[src/rtl/brew_fsm_param.sv]
// Brewing-kettle sequencer: optional disposal/sterilise/cool pre-clean, fill,
// timed mash with hysteresis heat hold, configurable sparge rounds, final
// drain, and an over-temperature lock-out that only reset clears.
//
// Ports:
//   clk     - clock, rising edge
//   reset   - asynchronous, active-low reset
//   start   - begin a brew (sampled only in IDLE)
//   temp    - unsigned temperature sensor, W bits
//   level   - unsigned level sensor, W bits
//   heat    - heater enable
//   agitate - agitator enable
//   chute   - grain chute open (one-cycle pulse on mash entry)
//   pump    - valve code: OFF=000 WASTE=010 TO_TANK=011 WATER=100 SPARGE=111
//   state   - current state code
//   busy    - state != IDLE
//   done    - one-cycle brew-complete pulse
//   fault   - over-temperature lock-out
// All outputs are registered.
module brew_fsm_param #(
  parameter int unsigned W              = 8,
  parameter int unsigned T_SAFE         = 30,
  parameter int unsigned T_PROCESS      = 60,
  parameter int unsigned T_HYST         = 5,
  parameter int unsigned T_STERILE      = 80,
  parameter int unsigned T_MAX          = 110,
  parameter int unsigned L_PREPARE      = 125,
  parameter int unsigned L_SPARGE_START = 70,
  parameter int unsigned L_SPARGE_END   = 40,
  parameter int unsigned L_DRAINED      = 20,
  parameter int unsigned MASH_CYCLES    = 60,
  parameter int unsigned SPARGE_ROUNDS  = 2
) (
  input  logic         clk,
  input  logic         reset,
  input  logic         start,
  input  logic [W-1:0] temp,
  input  logic [W-1:0] level,
  output logic         heat,
  output logic         agitate,
  output logic         chute,
  output logic [2:0]   pump,
  output logic [3:0]   state,
  output logic         busy,
  output logic         done,
  output logic         fault
);

  localparam int unsigned TW = $clog2(MASH_CYCLES + 1);
  localparam int unsigned RW = (SPARGE_ROUNDS == 0) ? 1 : $clog2(SPARGE_ROUNDS + 1);

  localparam logic [2:0] PUMP_OFF     = 3'b000;
  localparam logic [2:0] PUMP_WASTE   = 3'b010;
  localparam logic [2:0] PUMP_TO_TANK = 3'b011;
  localparam logic [2:0] PUMP_WATER   = 3'b100;
  localparam logic [2:0] PUMP_SPARGE  = 3'b111;

  // Upper hysteresis bound kept one bit wider so it cannot wrap.
  localparam logic [W:0] MASH_HI = (W+1)'(T_PROCESS) + (W+1)'(T_HYST);

  typedef enum logic [3:0] {
    IDLE         = 4'd0,
    DISPOSAL     = 4'd1,
    STERILISE    = 4'd2,
    COOL         = 4'd3,
    FILL         = 4'd4,
    MASH         = 4'd5,
    SPARGE_DRAIN = 4'd6,
    SPARGE_RINSE = 4'd7,
    DONE         = 4'd8,
    FAULT        = 4'd9
  } state_t;

  state_t        state_q, state_d;
  logic [TW-1:0] timer_q, timer_d;
  logic [RW-1:0] rounds_q, rounds_d;
  logic          heat_q, heat_d;
  logic          agitate_q, agitate_d;
  logic          chute_q, chute_d;
  logic [2:0]    pump_q, pump_d;
  logic          busy_q, busy_d;
  logic          done_q, done_d;
  logic          fault_q, fault_d;

  logic over_temp;
  logic level_full;

  assign over_temp  = temp >= W'(T_MAX);
  assign level_full = level >= W'(L_PREPARE);

  // State and registered outputs.
  always_ff @(posedge clk or negedge reset) begin
    if (!reset) begin
      state_q   <= IDLE;
      timer_q   <= '0;
      rounds_q  <= '0;
      heat_q    <= 1'b0;
      agitate_q <= 1'b0;
      chute_q   <= 1'b0;
      pump_q    <= PUMP_OFF;
      busy_q    <= 1'b0;
      done_q    <= 1'b0;
      fault_q   <= 1'b0;
    end else begin
      state_q   <= state_d;
      timer_q   <= timer_d;
      rounds_q  <= rounds_d;
      heat_q    <= heat_d;
      agitate_q <= agitate_d;
      chute_q   <= chute_d;
      pump_q    <= pump_d;
      busy_q    <= busy_d;
      done_q    <= done_d;
      fault_q   <= fault_d;
    end
  end

  // Next-state and next-output logic; over-temperature overrides everything.
  always_comb begin
    state_d   = state_q;
    timer_d   = timer_q;
    rounds_d  = rounds_q;
    heat_d    = heat_q;
    agitate_d = agitate_q;
    chute_d   = 1'b0;
    pump_d    = pump_q;
    done_d    = 1'b0;
    fault_d   = fault_q;

    if (state_q != IDLE && state_q != FAULT && over_temp) begin
      state_d   = FAULT;
      heat_d    = 1'b0;
      agitate_d = 1'b0;
      pump_d    = PUMP_OFF;
      fault_d   = 1'b1;
    end else begin
      unique case (state_q)
        IDLE: begin
          heat_d    = 1'b0;
          agitate_d = 1'b0;
          pump_d    = PUMP_OFF;
          if (start) begin
            if (level == '0) begin
              state_d = FILL;
              pump_d  = PUMP_WATER;
              heat_d  = 1'b1;
            end else begin
              state_d = DISPOSAL;
              pump_d  = PUMP_WASTE;
            end
          end
        end
        DISPOSAL: begin
          if (level == '0) begin
            state_d = STERILISE;
            pump_d  = PUMP_OFF;
            heat_d  = 1'b1;
          end
        end
        STERILISE: begin
          if (temp >= W'(T_STERILE)) begin
            state_d = COOL;
            heat_d  = 1'b0;
          end
        end
        COOL: begin
          if (temp <= W'(T_SAFE)) begin
            state_d = FILL;
            pump_d  = PUMP_WATER;
            heat_d  = 1'b1;
          end
        end
        FILL: begin
          // pump==OFF inside FILL remembers that the fill level was reached.
          if (level_full) pump_d = PUMP_OFF;
          if ((level_full || pump_q == PUMP_OFF) && temp >= W'(T_PROCESS)) begin
            state_d   = MASH;
            chute_d   = 1'b1;
            agitate_d = 1'b1;
            timer_d   = TW'(MASH_CYCLES - 1);
          end
        end
        MASH: begin
          if (timer_q == '0) begin
            state_d   = SPARGE_DRAIN;
            heat_d    = 1'b0;
            agitate_d = 1'b0;
            pump_d    = PUMP_TO_TANK;
            rounds_d  = '0;
          end else begin
            timer_d = timer_q - TW'(1);
            if ({1'b0, temp} >= MASH_HI)        heat_d = 1'b0;
            else if (temp < W'(T_PROCESS))      heat_d = 1'b1;
          end
        end
        SPARGE_DRAIN: begin
          if (rounds_q == RW'(SPARGE_ROUNDS)) begin
            if (level < W'(L_DRAINED)) begin
              state_d = DONE;
              pump_d  = PUMP_OFF;
              done_d  = 1'b1;
            end
          end else if (level < W'(L_SPARGE_END)) begin
            state_d = SPARGE_RINSE;
            pump_d  = PUMP_SPARGE;
          end
        end
        SPARGE_RINSE: begin
          if (level >= W'(L_SPARGE_START)) begin
            state_d  = SPARGE_DRAIN;
            pump_d   = PUMP_TO_TANK;
            rounds_d = rounds_q + RW'(1);
          end
        end
        DONE: begin
          state_d   = IDLE;
          heat_d    = 1'b0;
          agitate_d = 1'b0;
          pump_d    = PUMP_OFF;
        end
        FAULT: begin
          heat_d    = 1'b0;
          agitate_d = 1'b0;
          pump_d    = PUMP_OFF;
          fault_d   = 1'b1;
        end
        default: state_d = IDLE;
      endcase
    end

    busy_d = (state_d != IDLE);
  end

  assign state   = state_q;
  assign heat    = heat_q;
  assign agitate = agitate_q;
  assign chute   = chute_q;
  assign pump    = pump_q;
  assign busy    = busy_q;
  assign done    = done_q;
  assign fault   = fault_q;

endmodule

[config.mk]
export PLATFORM = sky130hd
export DESIGN_NAME = brew_fsm_param
export DESIGN_NICKNAME = d
export VERILOG_FILES = /design/src/rtl/brew_fsm_param.sv
export SDC_FILE = /design/constraint.sdc
export NUM_CORES = 1
export LEC_CHECK = 0
export BUFFER_PORTS_ARGS = -buffer_cell sky130_fd_sc_hd__buf_4
export CAP_MARGIN = 20
export CORE_MARGIN = 2
export CORE_UTILIZATION = 58
export DETAILED_ROUTE_END_ITERATION = 6
export PLACE_DENSITY = 0.83
export SLEW_MARGIN = 5
export SYNTH_ARGS = -nofsm -noshare
export SYNTH_HDL_FRONTEND = slang
export SYNTH_SLANG_ARGS = --single-unit
export TNS_END_PERCENT = 100
[constraint.sdc]
create_clock -name clk -period 5.5 [get_ports clk]
set_input_delay 0.825 -clock clk [delete_from_list [all_inputs] [get_ports clk]]
set_output_delay 0.825 -clock clk [all_outputs]
set_load 0.05 [all_outputs]
======== After elaboration in Yosys (flattened, before gate mapping) ========
Index checks and enable logic that the tools add are counted.
storage, ports and cells
  register bits after elaboration ......... 21
operators by class
  $add $sub $neg .......................... 2
  order comparisons ....................... 10
  equality and inequality tests ........... 25
  muxes and demuxes ....................... 54
  bitwise operators ....................... 1
  reduce and logical (&&, ||, !) cells .... 23
operators with widths
  kind                                                                                  count
  4-bit two-way mux                                                                     11
  8-bit by 7-bit greater-or-equal comparator with 1-bit output (second input constant)  5
  3-bit two-way mux                                                                     12
  4-bit case mux with 9 select lines                                                    1
  3-bit case mux with 8 select lines                                                    1
  1-bit two-way mux                                                                     21
  3-bit != test (second input constant)                                                 7
  4-bit by 3-bit equality test with 1-bit output (second input constant)                4
  8-bit by 6-bit less-than comparator with 1-bit output (second input constant)         2
  6-bit two-way mux                                                                     2
  4-bit != test (second input constant)                                                 3
  6-bit case mux with 2 select lines                                                    1
  4-bit nonzero test                                                                    3
  9-bit nonzero test                                                                    1
  4-bit by 2-bit equality test with 1-bit output (second input constant)                2
  4-bit equality test (second input constant)                                           2
  8-bit by 6-bit greater-or-equal comparator with 1-bit output (second input constant)  1
  8-bit by 5-bit less-or-equal comparator with 1-bit output (second input constant)     1
  8-bit zero test                                                                       1
  8-bit by 5-bit less-than comparator with 1-bit output (second input constant)         1
  2-bit != test (second input constant)                                                 4
  4-bit AND reduction                                                                   2
  8-bit AND reduction                                                                   1
  7-bit nonzero test                                                                    1
  other kinds (20)                                                                      25

======== Logic depth before layout (Yosys ltp) ========
  word-level depth ........................ 7
  depth in mapped cells ................... 7

======== Worst setup path before layout ========
No wires, ideal clock.
  kind .................................... input port to flip-flop
  from .................................... input port temp[7]
  to ...................................... register timer_q[3]
  setup time .............................. 0.069 ns
  data arrival time ....................... 2.164 ns
  setup slack ............................. 3.267 ns
  stages .................................. 7
  buffers on the path ..................... 2
  cell sequence ........................... buf_6 > a311oi_4 > a211oi_2 > nand2b_4 > buf_6 > or4_1 > nand3_1
between the ends
  longest elaborated chain between the ends .. 4
RTL lines
  what                                                                                                                                          RTL line  text
  start: declaration                                                                                                                            37        input logic [W-1:0] temp,
  8-bit by 6-bit greater-or-equal comparator with 1-bit output or 8-bit by 7-bit greater-or-equal comparator with 1-bit output (tied branches)  176, 88
  1-bit logical AND (on tied branches)                                                                                                          176, 130
  2-bit != test (no line) or 1-bit inverter (tied branches)                                                                                     --
  4-bit AND reduction (no line) (*)                                                                                                             --
  end signal: assignment                                                                                                                        106       timer_q <= timer_d;
  end: declaration                                                                                                                              75        logic [TW-1:0] timer_q, timer_d;
Mark *: on every way between the ends. The rest lies on a longest branch, timed or not.
A chain may end at the register's enable or synchronous reset.

======== Final worst setup path ========
  from .................................... register state_q[0] (netlist: state[0])
  to ...................................... register timer_q[0]
between the ends
  longest elaborated chain between the ends .. 5
RTL lines
  what                                                 RTL line  text
  start: declaration                                   74        state_t state_q, state_d;
  start signal: assignment                             105       state_q <= state_d;
  4-bit != test or 4-bit nonzero test (tied branches)  130       if (state_q != IDLE && state_q != FAULT && over_temp) begin
  1-bit logical AND (2 in series)                      130
  1-bit inverter (no line)                             --
  4-bit AND reduction (no line)                        --
Several ways; a longest one is shown, not always the timed one.

==> results.cfg <==
[routing]
drt_iter0_drc = 140
drc_errors = 0
avgViaCountPerCell = 6.77
via_count = 1734
ant_nets = 0
drt-total-wl_mm = 4.72
detail_route.wl_per_cell_um = 18.4
first_pass_iters = 5

[setup_path]
startpoint_type = register
path_class = reg2reg
end_kind = register
crit_fanout = 22
cp.required_ns = 5.73
cp.arrival_ns = 2.72

[sta]
period_minus_slack_ns = 2.49
fin_crit_sh_pct = 45.2
slew_viol_final = 0
tns_ns = 0
rsz0062_at_grt = no
fin_ws_ns = 3.01
fmax_ghz = 0.402
fin_worst_skew_ns = 0.00267
worst-slew-pin-transition_ns = 0.761
finalSetupViolCount = 0
maxSlewHeadroom_pct = 49.2
finalHoldViolCount = 0

[die]
core.rowCount = 19
die_area_um2 = 3420
die_height_um = 58.5
die_w_um = 58.5
core_um2 = 2780
initial_core_util_pct = 61.9
ios = 32

[power_and_ir_drop]
p_per_area_nw_per_um2 = 143
vdd_drop_max_mv = 0.149
leakage_nw = 0.831

[layout]
num-nets-final = 248
area_delta_synth_final_pct = 13.9
nFillCells = 218
final_common_cell = buf_4
drive_gt1_share_pct = 19.6
n_antenna_cell = 0
layout_common_cells = 31 x buf_4, 21 x dfrtp_1, 14 x nand2_1

[clock_tree]
post_cts.repair.setup_buffers = 0
numCtsBuffers = 3
htreeDepth = 1
cts_root_buf = clkbuf_4
cts_hold_buf = 0
insertion_delay_ns = 0.33
cts_tree = yes
ctsLongestPathBuffers = 2
cts_resized = 0
cts_sinks = 21
clkTransAtPathRegs_ns = 0.13

[run]
maxCapViolations = 0

[global_routing]
grt_pass1_vias = 1632
grt_max_degree = 23
antenna_found_initial = 0
grt_util_all_layers_pct = 28.7
grt_overflow = 0
grt_pass1_wl_mm = 7.47

[place]
place_hpwl_mm = 3.38
place_ws_ns = 3.02
port_buffers = 31
globalplace.congestion = 0.912

[logic_synthesis]
avgSynthCellArea_um2 = 8.61
synth.distinct_cells = 61
synth_nets = 222
syn_inst = 200
synth-main-ff-cell = dfrtp_1
synth_edf_count = 0
yosysWarnings = 0
synth-async-reset-ratio_pct = 100
synth.ff_latch_count = 21
synth_area_um2 = 1720
synth.yosys.seq_area_share_pct = 30.5

[outcome]
status = finished, final reports clean

[worst_hold_path]
holdCritPathClass = in2async
stage by stage:
stage	power [mW]	instance area [µm²]	std cells	hold slack [ns]	utilization (%)
2_1_floorplan	0.177	1720	200	0.462	-
3_3_place_gp	0.197	1930	252	0.450	69.5
3_5_place_dp	0.200	1930	252	0.461	69.5
4_1_cts	0.278	1960	256	0.368	70.5
5_1_grt	0.287	1960	256	0.377	70.5
6_report	0.281	1960	256	0.348	70.5
logic make-up (layout without fill, tap and decap cells):
group	Yosys count	count (layout)	synth area share (%)
XOR/XNOR	1	1	0.508
flip-flops	21	21	30.5
buffers and inverters	19	44	5.45
AO/OA/AOI/OAI	58	58	24.4
multiplexers	7	7	4.43
adder cells (fa/ha/maj)	3	3	2.18
AND/OR/NAND/NOR	91	91	32.5
critical path, cell delays in order, from the launching register on:
cell and delay (ns):
dfrtp_1 0.86, xnor2_1 0.21, a211oi_2 0.61, nand2b_4 0.31, nor2_1 0.08, mux2_1 0.32
registers in the layout, indices dropped and copies added (netlist names):
register	count
timer_q	6
heat	1
fault	1
rounds_q	2
pump	3
busy	1
done	1
chute	1
state	4
agitate	1
final timing paths:
kind,startpoint,end,slack [ns],cells after the start
setup / recovery,state[0],timer_q[0],3.01,5
hold / removal,reset,heat,0.35,1
setup reg to reg,state[0],timer_q[0],3.01,5
hold reg to reg,fault,fault,0.49,1
max in group asynchronous,reset,rounds_q[0],4.93,1
min in group clk,fault,fault,0.49,1
area by class of cell:
type | instances | area [µm²] | area share, %
sequential | 21 | 526 | 26.8
tap | 31 | 38.8 | 1.98
inverter | 9 | 33.8 | 1.72
timing repair buffer | 31 | 233 | 11.9
clock buffer | 3 | 22.5 | 1.15
clock inverter | 1 | 5.00 | 0.255
multi-input combinational | 160 | 1100 | 56.3
layer usage:
layer	wire (µm)	global-route usage, %
met5	0	0
met4	136	15.3
met3	413	4.40
met2	2190	45.4
met1	1980	37.9
cells in the mapped netlist (2+ instances only):
| cell | count | area share [%] |
|---|---|---|
| a21o_1 | 3 | 1.3 |
| a21oi_1 | 11 | 3.2 |
| nor3_1 | 10 | 2.9 |
| inv_1 | 8 | 1.7 |
| buf_2 | 3 | 0.87 |
| nor3b_1 | 2 | 0.87 |
| nand3_1 | 11 | 3.2 |
| or4b_1 | 2 | 1.2 |
| buf_6 | 2 | 1.3 |
| o211ai_1 | 2 | 0.87 |
| nor4_1 | 3 | 1.1 |
| clkbuf_1 | 4 | 0.87 |
| nand2b_1 | 3 | 1.1 |
| nand2_1 | 14 | 3.1 |
| or4_1 | 5 | 2.2 |
| or3_1 | 3 | 1.1 |
| and4_1 | 2 | 1.0 |
| mux2_1 | 5 | 3.3 |
| o21a_1 | 3 | 1.3 |
| nor2_1 | 11 | 2.4 |
| o21ai_0 | 11 | 3.2 |
| and3_1 | 2 | 0.73 |
| a32oi_1 | 2 | 1.0 |
| mux2i_1 | 2 | 1.2 |
| and2_1 | 6 | 2.2 |
| a31oi_1 | 2 | 0.73 |
| nor4_2 | 2 | 1.5 |
| nor2b_1 | 3 | 1.1 |
| o31ai_1 | 6 | 2.6 |
| a211oi_1 | 4 | 1.7 |
| ha_1 | 3 | 2.2 |
| dfrtp_1 | 21 | 31 |
power by group:
| group | total, mW | leakage (nW) | internal [mW] | switching [mW] |
|---|---|---|---|---|
| logic | 0.0402 | 0.551 | 0.0163 | 0.0239 |
| registers | 0.157 | 0.262 | 0.156 | 0.00138 |
| clock network | 0.0838 | 0.0177 | 0.0274 | 0.0565 |
| total | 0.281 | 0.831 | 0.200 | 0.0817 |
Note: power is estimated with default switching activity, not from simulation.
